==> src/rtl/network_div_div_26s_10s_16_seq.sv <==
// Sequential signed restoring divider: 26s / 10s -> saturated 16s quotient and 10s remainder.
// One quotient bit per enabled clock, start/done handshake, clock enable freezes all state.
module network_div_div_26s_10s_16_seq #(
    parameter int unsigned DIVIDEND_W = 26,
    parameter int unsigned DIVISOR_W  = 10,
    parameter int unsigned QUOT_W     = 16
) (
    input  logic                  clk,
    input  logic                  reset,
    input  logic                  ce,
    input  logic                  start,
    input  logic [DIVIDEND_W-1:0] din0,
    input  logic [DIVISOR_W-1:0]  din1,
    output logic                  ready,
    output logic                  done,
    output logic [QUOT_W-1:0]     dout,
    output logic [DIVISOR_W-1:0]  rem,
    output logic                  overflow,
    output logic                  div_by_zero
);

    localparam int unsigned CNT_W  = $clog2(DIVIDEND_W);
    localparam int unsigned MAG_W  = DIVIDEND_W + 1;
    localparam int unsigned PREM_W = DIVISOR_W + 1;

    localparam logic [1:0] S_IDLE = 2'd0;
    localparam logic [1:0] S_CALC = 2'd1;
    localparam logic [1:0] S_FIX  = 2'd2;
    localparam logic [1:0] S_DONE = 2'd3;

    localparam logic [CNT_W-1:0]      CNT_LOAD = CNT_W'(DIVIDEND_W - 1);
    localparam logic [QUOT_W-1:0]     Q_MAX    = {1'b0, {(QUOT_W-1){1'b1}}};
    localparam logic [QUOT_W-1:0]     Q_MIN    = {1'b1, {(QUOT_W-1){1'b0}}};
    localparam logic [DIVIDEND_W-1:0] MAG_POS  = DIVIDEND_W'(Q_MAX);
    localparam logic [DIVIDEND_W-1:0] MAG_NEG  = DIVIDEND_W'(Q_MIN);

    logic [1:0]            state_q, state_d;
    logic [CNT_W-1:0]      cnt_q, cnt_d;
    logic [MAG_W-1:0]      dvd_q, dvd_d;
    logic [PREM_W-1:0]     dsr_q, dsr_d;
    logic [PREM_W-1:0]     prem_q, prem_d;
    logic [DIVIDEND_W-1:0] quot_q, quot_d;
    logic                  qneg_q, qneg_d;
    logic                  rneg_q, rneg_d;
    logic                  dz_q, dz_d;
    logic                  ready_q, ready_d;
    logic                  done_q, done_d;
    logic [QUOT_W-1:0]     dout_q, dout_d;
    logic [DIVISOR_W-1:0]  rem_q, rem_d;
    logic                  ovf_q, ovf_d;
    logic                  dbz_q, dbz_d;

    // Operand magnitudes, sign-extended by one bit so the most negative value does not wrap
    logic [MAG_W-1:0]  din0_sx, din0_abs;
    logic [PREM_W-1:0] din1_sx, din1_abs;
    logic [PREM_W-1:0] trial;

    always_comb begin
        din0_sx  = {din0[DIVIDEND_W-1], din0};
        din1_sx  = {din1[DIVISOR_W-1], din1};
        din0_abs = din0_sx[MAG_W-1] ? (~din0_sx + MAG_W'(1)) : din0_sx;
        din1_abs = din1_sx[PREM_W-1] ? (~din1_sx + PREM_W'(1)) : din1_sx;
        trial    = {prem_q[DIVISOR_W-1:0], dvd_q[DIVIDEND_W-1]};
    end

    // Next-state and datapath
    always_comb begin
        state_d = state_q;
        cnt_d   = cnt_q;
        dvd_d   = dvd_q;
        dsr_d   = dsr_q;
        prem_d  = prem_q;
        quot_d  = quot_q;
        qneg_d  = qneg_q;
        rneg_d  = rneg_q;
        dz_d    = dz_q;
        ready_d = ready_q;
        done_d  = 1'b0;
        dout_d  = dout_q;
        rem_d   = rem_q;
        ovf_d   = ovf_q;
        dbz_d   = dbz_q;

        case (state_q)
            S_IDLE: begin
                if (start) begin
                    dvd_d   = din0_abs;
                    dsr_d   = din1_abs;
                    qneg_d  = din0[DIVIDEND_W-1] ^ din1[DIVISOR_W-1];
                    rneg_d  = din0[DIVIDEND_W-1];
                    dz_d    = (din1 == '0);
                    prem_d  = '0;
                    quot_d  = '0;
                    cnt_d   = CNT_LOAD;
                    ready_d = 1'b0;
                    state_d = S_CALC;
                end
            end
            S_CALC: begin
                if (trial >= dsr_q) begin
                    prem_d = trial - dsr_q;
                    quot_d = {quot_q[DIVIDEND_W-2:0], 1'b1};
                end else begin
                    prem_d = trial;
                    quot_d = {quot_q[DIVIDEND_W-2:0], 1'b0};
                end
                dvd_d = dvd_q << 1;
                if (cnt_q == '0) begin
                    state_d = S_FIX;
                end else begin
                    cnt_d = cnt_q - CNT_W'(1);
                end
            end
            S_FIX: begin
                // Apply signs, then clamp magnitude to the signed output range
                dbz_d = dz_q;
                ovf_d = 1'b0;
                if (dz_q) begin
                    dout_d = rneg_q ? Q_MIN : Q_MAX;
                    rem_d  = '0;
                    ovf_d  = 1'b1;
                end else begin
                    rem_d = rneg_q ? (DIVISOR_W'(0) - DIVISOR_W'(prem_q)) : DIVISOR_W'(prem_q);
                    if (qneg_q) begin
                        if (quot_q > MAG_NEG) begin
                            dout_d = Q_MIN;
                            ovf_d  = 1'b1;
                        end else begin
                            dout_d = QUOT_W'(0) - QUOT_W'(quot_q);
                        end
                    end else begin
                        if (quot_q > MAG_POS) begin
                            dout_d = Q_MAX;
                            ovf_d  = 1'b1;
                        end else begin
                            dout_d = QUOT_W'(quot_q);
                        end
                    end
                end
                done_d  = 1'b1;
                state_d = S_DONE;
            end
            default: begin
                ready_d = 1'b1;
                state_d = S_IDLE;
            end
        endcase
    end

    always_ff @(posedge clk or negedge reset) begin
        if (!reset) begin
            state_q <= S_IDLE;
            cnt_q   <= '0;
            dvd_q   <= '0;
            dsr_q   <= '0;
            prem_q  <= '0;
            quot_q  <= '0;
            qneg_q  <= 1'b0;
            rneg_q  <= 1'b0;
            dz_q    <= 1'b0;
            ready_q <= 1'b1;
            done_q  <= 1'b0;
            dout_q  <= '0;
            rem_q   <= '0;
            ovf_q   <= 1'b0;
            dbz_q   <= 1'b0;
        end else if (ce) begin
            state_q <= state_d;
            cnt_q   <= cnt_d;
            dvd_q   <= dvd_d;
            dsr_q   <= dsr_d;
            prem_q  <= prem_d;
            quot_q  <= quot_d;
            qneg_q  <= qneg_d;
            rneg_q  <= rneg_d;
            dz_q    <= dz_d;
            ready_q <= ready_d;
            done_q  <= done_d;
            dout_q  <= dout_d;
            rem_q   <= rem_d;
            ovf_q   <= ovf_d;
            dbz_q   <= dbz_d;
        end
    end

    assign ready       = ready_q;
    assign done        = done_q;
    assign dout        = dout_q;
    assign rem         = rem_q;
    assign overflow    = ovf_q;
    assign div_by_zero = dbz_q;

endmodule

==> config.mk <==
export PLATFORM = sky130hd
export DESIGN_NAME = network_div_div_26s_10s_16_seq
export DESIGN_NICKNAME = d
export VERILOG_FILES = /design/src/rtl/network_div_div_26s_10s_16_seq.sv
export SDC_FILE = /design/constraint.sdc
export NUM_CORES = 1
export LEC_CHECK = 0
export ABC_AREA = 1
export ABC_CLOCK_PERIOD_IN_PS = 1540
export BUFFER_PORTS_ARGS = -buffer_cell sky130_fd_sc_hd__buf_2
export CAP_MARGIN = 10
export CORE_AREA = 2 2 147 149
export CTS_CLUSTER_SIZE = 12
export DETAILED_ROUTE_END_ITERATION = 8
export DIE_AREA = 0 0 149 151
export GPL_TIMING_DRIVEN = 0
export PLACE_DENSITY = 0.6
export REMOVE_ABC_BUFFERS = 1
export SLEW_MARGIN = 25
export SYNTH_ARGS = -nofsm -noshare
export SYNTH_HDL_FRONTEND = slang
export SYNTH_SLANG_ARGS = --single-unit
==> constraint.sdc <==
create_clock -name clk -period 1.54 [get_ports clk]
set_input_delay 0.308 -clock clk [delete_from_list [all_inputs] [get_ports clk]]
set_output_delay 0.308 -clock clk [all_outputs]
set_load 0.01 [all_outputs]
==> results of run 1 <==
[stage by stage]
| stage | total power [W] | utilization, % |
|---|---|---|
| after floorplan | 0.0132 | - |
| after global placement | 0.0153 | 36.8 |
| after detailed placement | 0.0155 | 37.0 |
| after CTS | 0.0237 | 44.9 |
| after global routing | 0.0298 | 50.4 |
| final | 0.0277 | 50.4 |
[worst max-delay path, stage by stage (launching register included)]
cell and delay [ns]:
dfrtp_1 0.40, inv_2 0.10, ha_4 0.24, a21oi_4 0.14
nor2_2 0.05, nor2_2 0.15, nand2_2 0.13, nand2_8 0.13
buf_12 0.14, nand3_2 0.07, nand3_1 0.08, nand2_1 0.05
[final timing paths]
kind | from | endpoint | slack [ns] | cells past startpoint
min | din1[8] | dsr_q[8] | 0.17 | 3
max reg2reg | dsr_q[4] | prem_q[3] | -0.25 | 11
min reg2reg | done | done | 0.47 | 2
max | dsr_q[4] | prem_q[3] | -0.25 | 11
max in group asynchronous | reset | qneg_q | 0.49 | 3
min in group asynchronous | reset | dvd_q[3] | 0.35 | 2
[sequential cells by signal, summed over array words and instances, names as in the netlist]
name         flops
cnt_q            5
div_by_zero      1
done             1
dout            16
dsr_q           11
dvd_q           26
dz_q             1
overflow         1
prem_q          10
qneg_q           1
quot_q          26
ready            1
rem             10
rneg_q           1
state_q          2
[report_power, final]
part           switching, W  internal (W)
Sequential          0.00108       0.00428
Combinational        0.0105       0.00756
Clock               0.00154       0.00277
Total                0.0131        0.0146
[cell usage after synthesis, drive strengths merged]
master	count
nand2	331
inv	118
dfrtp	112
nor2	107
nand3	89
o21ai	71
a21oi	44
o22ai	25
buf	22
ha	20
clkbuf	15
nand4	11
xor2	10
nor3	9
xnor2	8
nand3b	7
o211ai	5
a31oi	3
or2	3
o32ai	2
a22oi	1
and2	1
clkinv	1
dfstp	1
fa	1
nor4	1
o21bai	1
o221ai	1
[routing by layer]
metal / track usage, % / wire length [microns] / vias up
met5: 0 / 7 / -
met4: 4.86 / 379 / 2
met3: 4.91 / 1330 / 39
met2: 29.5 / 10400 / 197
met1: 25.0 / 10200 / 3440
li1: - / - / 3645
[kinds of logic (layout without fill, tap and decap cells)]
| logic type | count (synthesis) | in the layout | synth area share (%) |
|---|---|---|---|
| AOI/OAI and AO/OA | 153 | 153 | 12.0 |
| and+or+nand+nor | 559 | 568 | 33.5 |
| other | 0 | 4 | 0 |
| adders and majority gates | 21 | 21 | 3.76 |
| xor gates and xnor gates | 18 | 18 | 2.20 |
| DFF | 113 | 113 | 39.4 |
| buffers and inverters | 156 | 322 | 9.10 |
[final cells by class]
class / instances / area (sq um)
flip-flops and latches: 113 / 2840
fillers: 1930 / 10300
inverters: 119 / 498
repair buffers: 165 / 1310
repair inverters: 6 / 93.8
multi-input cells: 760 / 4760
well taps: 275 / 344
clock inverters: 14 / 205
clock buffers: 18 / 439
diodes: 4 / 10.0
[what timing repair did]
action                                 in CTS  in global routing
buffers inserted                           55                 38
pin swaps                                  44                 64
cloned                                      9                  8
endpoints found under the hold margin      40                  0
hold buffers                                1                  0
setup endpoints to repair                 111                 93
resized for setup                         102                184
==> impl_metrics.py, run 1 <==
metrics = {
    "cells_and_area": {
        "drive_gt1_share_pct": 34.9,
        "finalInstanceArea_sq_um": 10500,
        "fin_nets": 1243,
        "syn_to_final_growth_pct": 46.3,
        "final_common_cell": "nand2_1",
        "final_cell_mix": "nand2_1, dfrtp_1, inv_1, nor2_1, buf_2",
        "finalNonFillerCells": 1474,
    },
    "worst_setup_path": {
        "startpoint_type": "register",
        "worstPathRequired_ns": 1.86,
        "critPathKind": "register to register",
        "critPathCaptureType": "register",
        "crit_arrival_ns": 2.11,
        "worstPathMaxFanout": 5,
    },
    "place": {
        "dpl_cell_area_sq_um": 7700,
        "dp_hpwl_microns": 12400,
        "place.gp.congestion": 0.871,
        "pre_cts_slack_ns": -1.52,
        "port-buffer-count": 69,
        "dp.cells": 1328,
    },
    "clocking": {
        "ctsLongestPathBuffers": 2,
        "root_buffer": "clkbuf_16",
        "cts_tree": "built",
        "cts_max_level": 4,
        "clk_pin_slew_ns": 0.06,
        "cts_buffers": 17,
        "numClockSinks": 113,
        "clk-insertion-delay-late_ns": 0.43,
    },
    "floorplan": {
        "ios": 70,
        "initial_utilization_pct": 34.5,
        "core_area_sq_um": 20800,
        "rows": 53,
        "die_width_microns": 149,
        "die_area_sq_um": 22500,
        "die_h_microns": 151,
    },
    "global_route": {
        "grt_max_degree": 74,
        "grt_pass1_vias": 6471,
        "grt_usage_pct": 18.5,
        "overflow": 0,
        "antenna_found_initial": 5,
        "grt_pass1_wl_microns": 32800,
    },
    "routing": {
        "vias": 7323,
        "via_per_inst": 4.97,
        "avgRoutedWirePerCell_microns": 15.2,
        "drt_pass1_iterations": 5,
        "drc_errors": 0,
        "antenna_left": 0,
        "wl_microns": 22400,
        "drt_iter0_markers": 417,
    },
    "sta": {
        "skew_ns": 0.00859,
        "setup_ws_ns": -0.248,
        "tightestPinTransition_ns": 0.485,
        "slew_headroom_pct": 67.7,
        "hold_viol": 0,
        "rsz0062_at_grt": "yes",
        "finalCriticalPeriod_ns": 1.79,
        "timing.final.crit_share_pct": 116,
        "final_max_slew_viol_count": 0,
        "hold-worst-slack_ns": 0.169,
        "tns_ns": -5.74,
        "timing.fmax_mhz": 559,
        "setup_viol": 58,
    },
    "synthesis": {
        "synth_area_sq_um": 7180,
        "syn_inst": 1020,
        "yosys_warnings": 0,
        "yosysSeqAreaShare_pct": 39.4,
        "avgSynthCellArea_sq_um": 7.04,
        "synth.distinct_cells": 44,
        "ys_seq_elements": 113,
        "synth.area.top_cells": "dfrtp_1, nand2_1, inv_1",
        "yosysTopAreaCellShare_pct": 39.0,
        "synth.largest_area_cell": "dfrtp_1",
    },
    "status": {
        "violations": "negative setup slack",
        "status": "complete, but fails checks",
    },
    "hold_path": {
        "hold_class": "input port to register",
    },
    "run": {
        "drv_cap": 0,
    },
    "power": {
        "p_leak_nw": 5.02,
        "powerDensity_nw_per_um2": 2640,
        "vdd_ir_drop_max_v": 0.00181,
    },
}
Power figures use the tool's default switching activity.
==> inputs of run 2 (changes only) <==
--- a/config.mk
+++ b/config.mk
@@ -5,14 +5,13 @@
 export SDC_FILE = /design/constraint.sdc
 export NUM_CORES = 1
 export LEC_CHECK = 0
-export ABC_AREA = 1
 export ABC_CLOCK_PERIOD_IN_PS = 1540
 export BUFFER_PORTS_ARGS = -buffer_cell sky130_fd_sc_hd__buf_2
 export CAP_MARGIN = 10
-export CORE_AREA = 2 2 147 149
+export CORE_AREA = 2 2 144 146
 export CTS_CLUSTER_SIZE = 12
 export DETAILED_ROUTE_END_ITERATION = 8
-export DIE_AREA = 0 0 149 151
+export DIE_AREA = 0 0 146 148
 export GPL_TIMING_DRIVEN = 0
 export PLACE_DENSITY = 0.6
 export REMOVE_ABC_BUFFERS = 1
==> impl_metrics.py, run 2 <==
metrics = {
    "synthesis": {
        "synth_area_sq_um": 6900,
        "synth_most_common_cell": "nand2_1",
        "avgSynthCellArea_sq_um": 8.76,
        "synthFlopType": "dfrtp_1",
        "async_reset_ff_share_pct": 100,
        "syn_inst": 787,
        "yosysSeqAreaShare_pct": 41.0,
        "yosysTopAreaCellShare_pct": 40.6,
        "yosys_warnings": 0,
        "ys_seq_elements": 113,
        "synth.largest_area_cell": "dfrtp_1",
        "synth.area.top_cells": "dfrtp_1, nand2_1, o21ai_0",
        "synth.distinct_cells": 64,
        "synth_common_cells": "nand2_1, dfrtp_1, o21ai_0",
        "synth_edf_count": 0,
    },
    "cells_and_area": {
        "multi_input_area_sq_um": 4980,
        "drive_gt1_share_pct": 43.2,
        "final_cell_mix": "dfrtp_1, nand2_1, buf_2, buf_4, buf_6",
        "final_common_cell": "dfrtp_1",
        "final_util_pct": 51.4,
        "fin_nets": 985,
        "n_antenna_cell": 0,
        "fillers": 1817,
        "seqCellArea_sq_um": 2850,
        "finalNonFillerCells": 1207,
        "syn_to_final_growth_pct": 49.4,
    },
    "sta": {
        "finalCriticalPeriod_ns": 2.14,
        "hold_viol": 0,
        "final_max_slew_viol_count": 0,
        "slew_headroom_pct": 53.1,
        "setup_viol": 92,
        "setup_ws_ns": -0.599,
        "skew_ns": 0.0118,
        "tightestPinTransition_ns": 0.704,
        "tns_ns": -25.79,
        "timing.fmax_mhz": 468,
        "rsz0062_at_grt": "yes",
        "timing.final.crit_share_pct": 139,
    },
    "hold_path": {
        "worstHoldEndpoint": "dvd_q[0]",
        "hold_class": "input port to register",
        "holdPathStages": 3,
        "min_from": "din0[0]",
    },
    "clocking": {
        "clk-insertion-delay-late_ns": 0.43,
        "numClockSinks": 113,
        "root_buffer": "clkbuf_16",
        "cts_tree": "built",
        "ctsLongestPathBuffers": 2,
        "cts_max_level": 4,
        "clk_pin_slew_ns": 0.05,
        "cts_buffers": 17,
    },
    "worst_setup_path": {
        "r2r-end": "dout[15]",
        "worstPathRequired_ns": 1.85,
        "crit_arrival_ns": 2.44,
        "startpoint_type": "register",
        "critPathCaptureType": "register",
        "cpMostUsedCell": "or4_4",
        "r2r_slack_ns": -0.60,
        "r2r-start": "quot_q[11]",
        "worstPathMaxFanout": 5,
        "slowest_delay_ns": 0.54,
        "cp_slowest_cell": "or4_4",
        "rr_worst_depth": 5,
        "path_cells": "or4_4 > or4_4 > o21ai_4 > a211oi_4 > a221o_1",
        "critPathKind": "register to register",
    },
    "routing": {
        "wl_microns": 22600,
        "avgRoutedWirePerCell_microns": 18.8,
        "via_per_inst": 5.74,
        "drt_pass1_iterations": 5,
        "vias": 6934,
        "drt_iter0_markers": 450,
        "drc_errors": 0,
        "antenna_left": 0,
    },
    "power": {
        "powerDensity_nw_per_um2": 2020,
        "p_total_w": 0.0208,
        "p_leak_nw": 4.45,
        "vdd_ir_drop_max_v": 0.000946,
    },
    "place": {
        "dp.cells": 1071,
        "place.gp.congestion": 0.891,
        "dp_hpwl_microns": 11300,
        "port-buffer-count": 69,
    },
    "global_route": {
        "grt_max_degree": 86,
        "grt_pass1_vias": 6710,
        "grt_pass1_wl_microns": 34400,
        "antenna_found_initial": 1,
        "overflow": 0,
        "grt_usage_pct": 19.8,
    },
    "floorplan": {
        "die_width_microns": 146,
        "core_area_sq_um": 20000,
        "ios": 70,
        "rows": 52,
        "die_area_sq_um": 21600,
        "die_h_microns": 148,
        "initial_utilization_pct": 34.4,
    },
    "status": {
        "status": "complete, but fails checks",
        "violations": "negative setup slack",
    },
    "run": {
        "drv_cap": 0,
    },
}
run 2: cell types whose count changed in the layout (fill, tap and decap cells not counted), sizes merged, moves of 16 or more:
| cell | delta |
|---|---|
| o22ai | -22 |
| nand2 | -221 |
| inv | -87 |
| nand3 | -65 |
| o31ai | +19 |
| or3 | +16 |
| nor2 | -77 |
run 2: kinds of logic after synthesis:
| logic type | Yosys count | share of synthesized area (%) |
|---|---|---|
| buf+inv | 91 | 5.21 |
| flops | 113 | 41.0 |
| xor+xnor | 36 | 4.57 |
| mux | 17 | 2.52 |
| simple gates | 290 | 21.7 |
| compound gates | 219 | 21.0 |
| fa+ha+maj | 21 | 3.92 |
run 2: how the worst max path moves through the flow:
stage,startpoint,endpoint,slack (ns)
floorplan,state_q[1],prem_q[7],-1.84
global placement,state_q[1],prem_q[7],-3.17
detailed placement,state_q[1],prem_q[7],-2.02
CTS,quot_q[11],dout[15],-0.56
global route,quot_q[11],dout[15],-0.64
finish,quot_q[11],dout[15],-0.60
run 2: metrics by stage:
stage	worst slack (ns)	hold slack, ns	area (sq um)
2_1_floorplan	-1.84	0.0124	6660
3_3_place_gp	-3.17	0.457	7340
3_5_place_dp	-2.02	0.171	7460
4_1_cts	-0.555	0.157	9610
5_1_grt	-0.645	0.173	10300
6_report	-0.599	0.161	10300
run 2: worst max-delay path, delay by kind of cell (launching register included):
family	cells	cell delay [ns]
compound gates	3	0.63
flops	1	0.38
simple gates	2	1.00
run 2: final cells by class:
type / instances / area share [%]
Multi-Input combinational cell: 594 / 48.4
Clock inverter: 4 / 0.486
Sequential cell: 113 / 27.6
Tap cell: 270 / 3.28
Timing Repair Buffer: 166 / 13.9
Clock buffer: 28 / 5.11
Inverter: 32 / 1.19
run 2: timing repair:
action | 4_1_cts | 5_1_grt
resized for setup | 237 | 116
setup buffers | 67 | 20
hold endpoints to repair | 28 | 0
gates cloned | 16 | 3
endpoints found under the setup margin | 112 | 105
hold buffers | 1 | 0
pin swaps | 80 | 62
run 2: routing by layer:
layer	routed length (microns)	GRT usage [%]
met1	9300	24.3
met2	11300	34.3
met3	1310	4.66
met4	683	6.65
met5	13	0
run 2: power breakdown:
part	leakage, nW	switching (W)	total, W	internal [W]
registers	1.44	0.000900	0.00487	0.00397
logic	2.73	0.00646	0.0121	0.00565
clock network	0.277	0.00140	0.00387	0.00247
total	4.45	0.00875	0.0208	0.0121
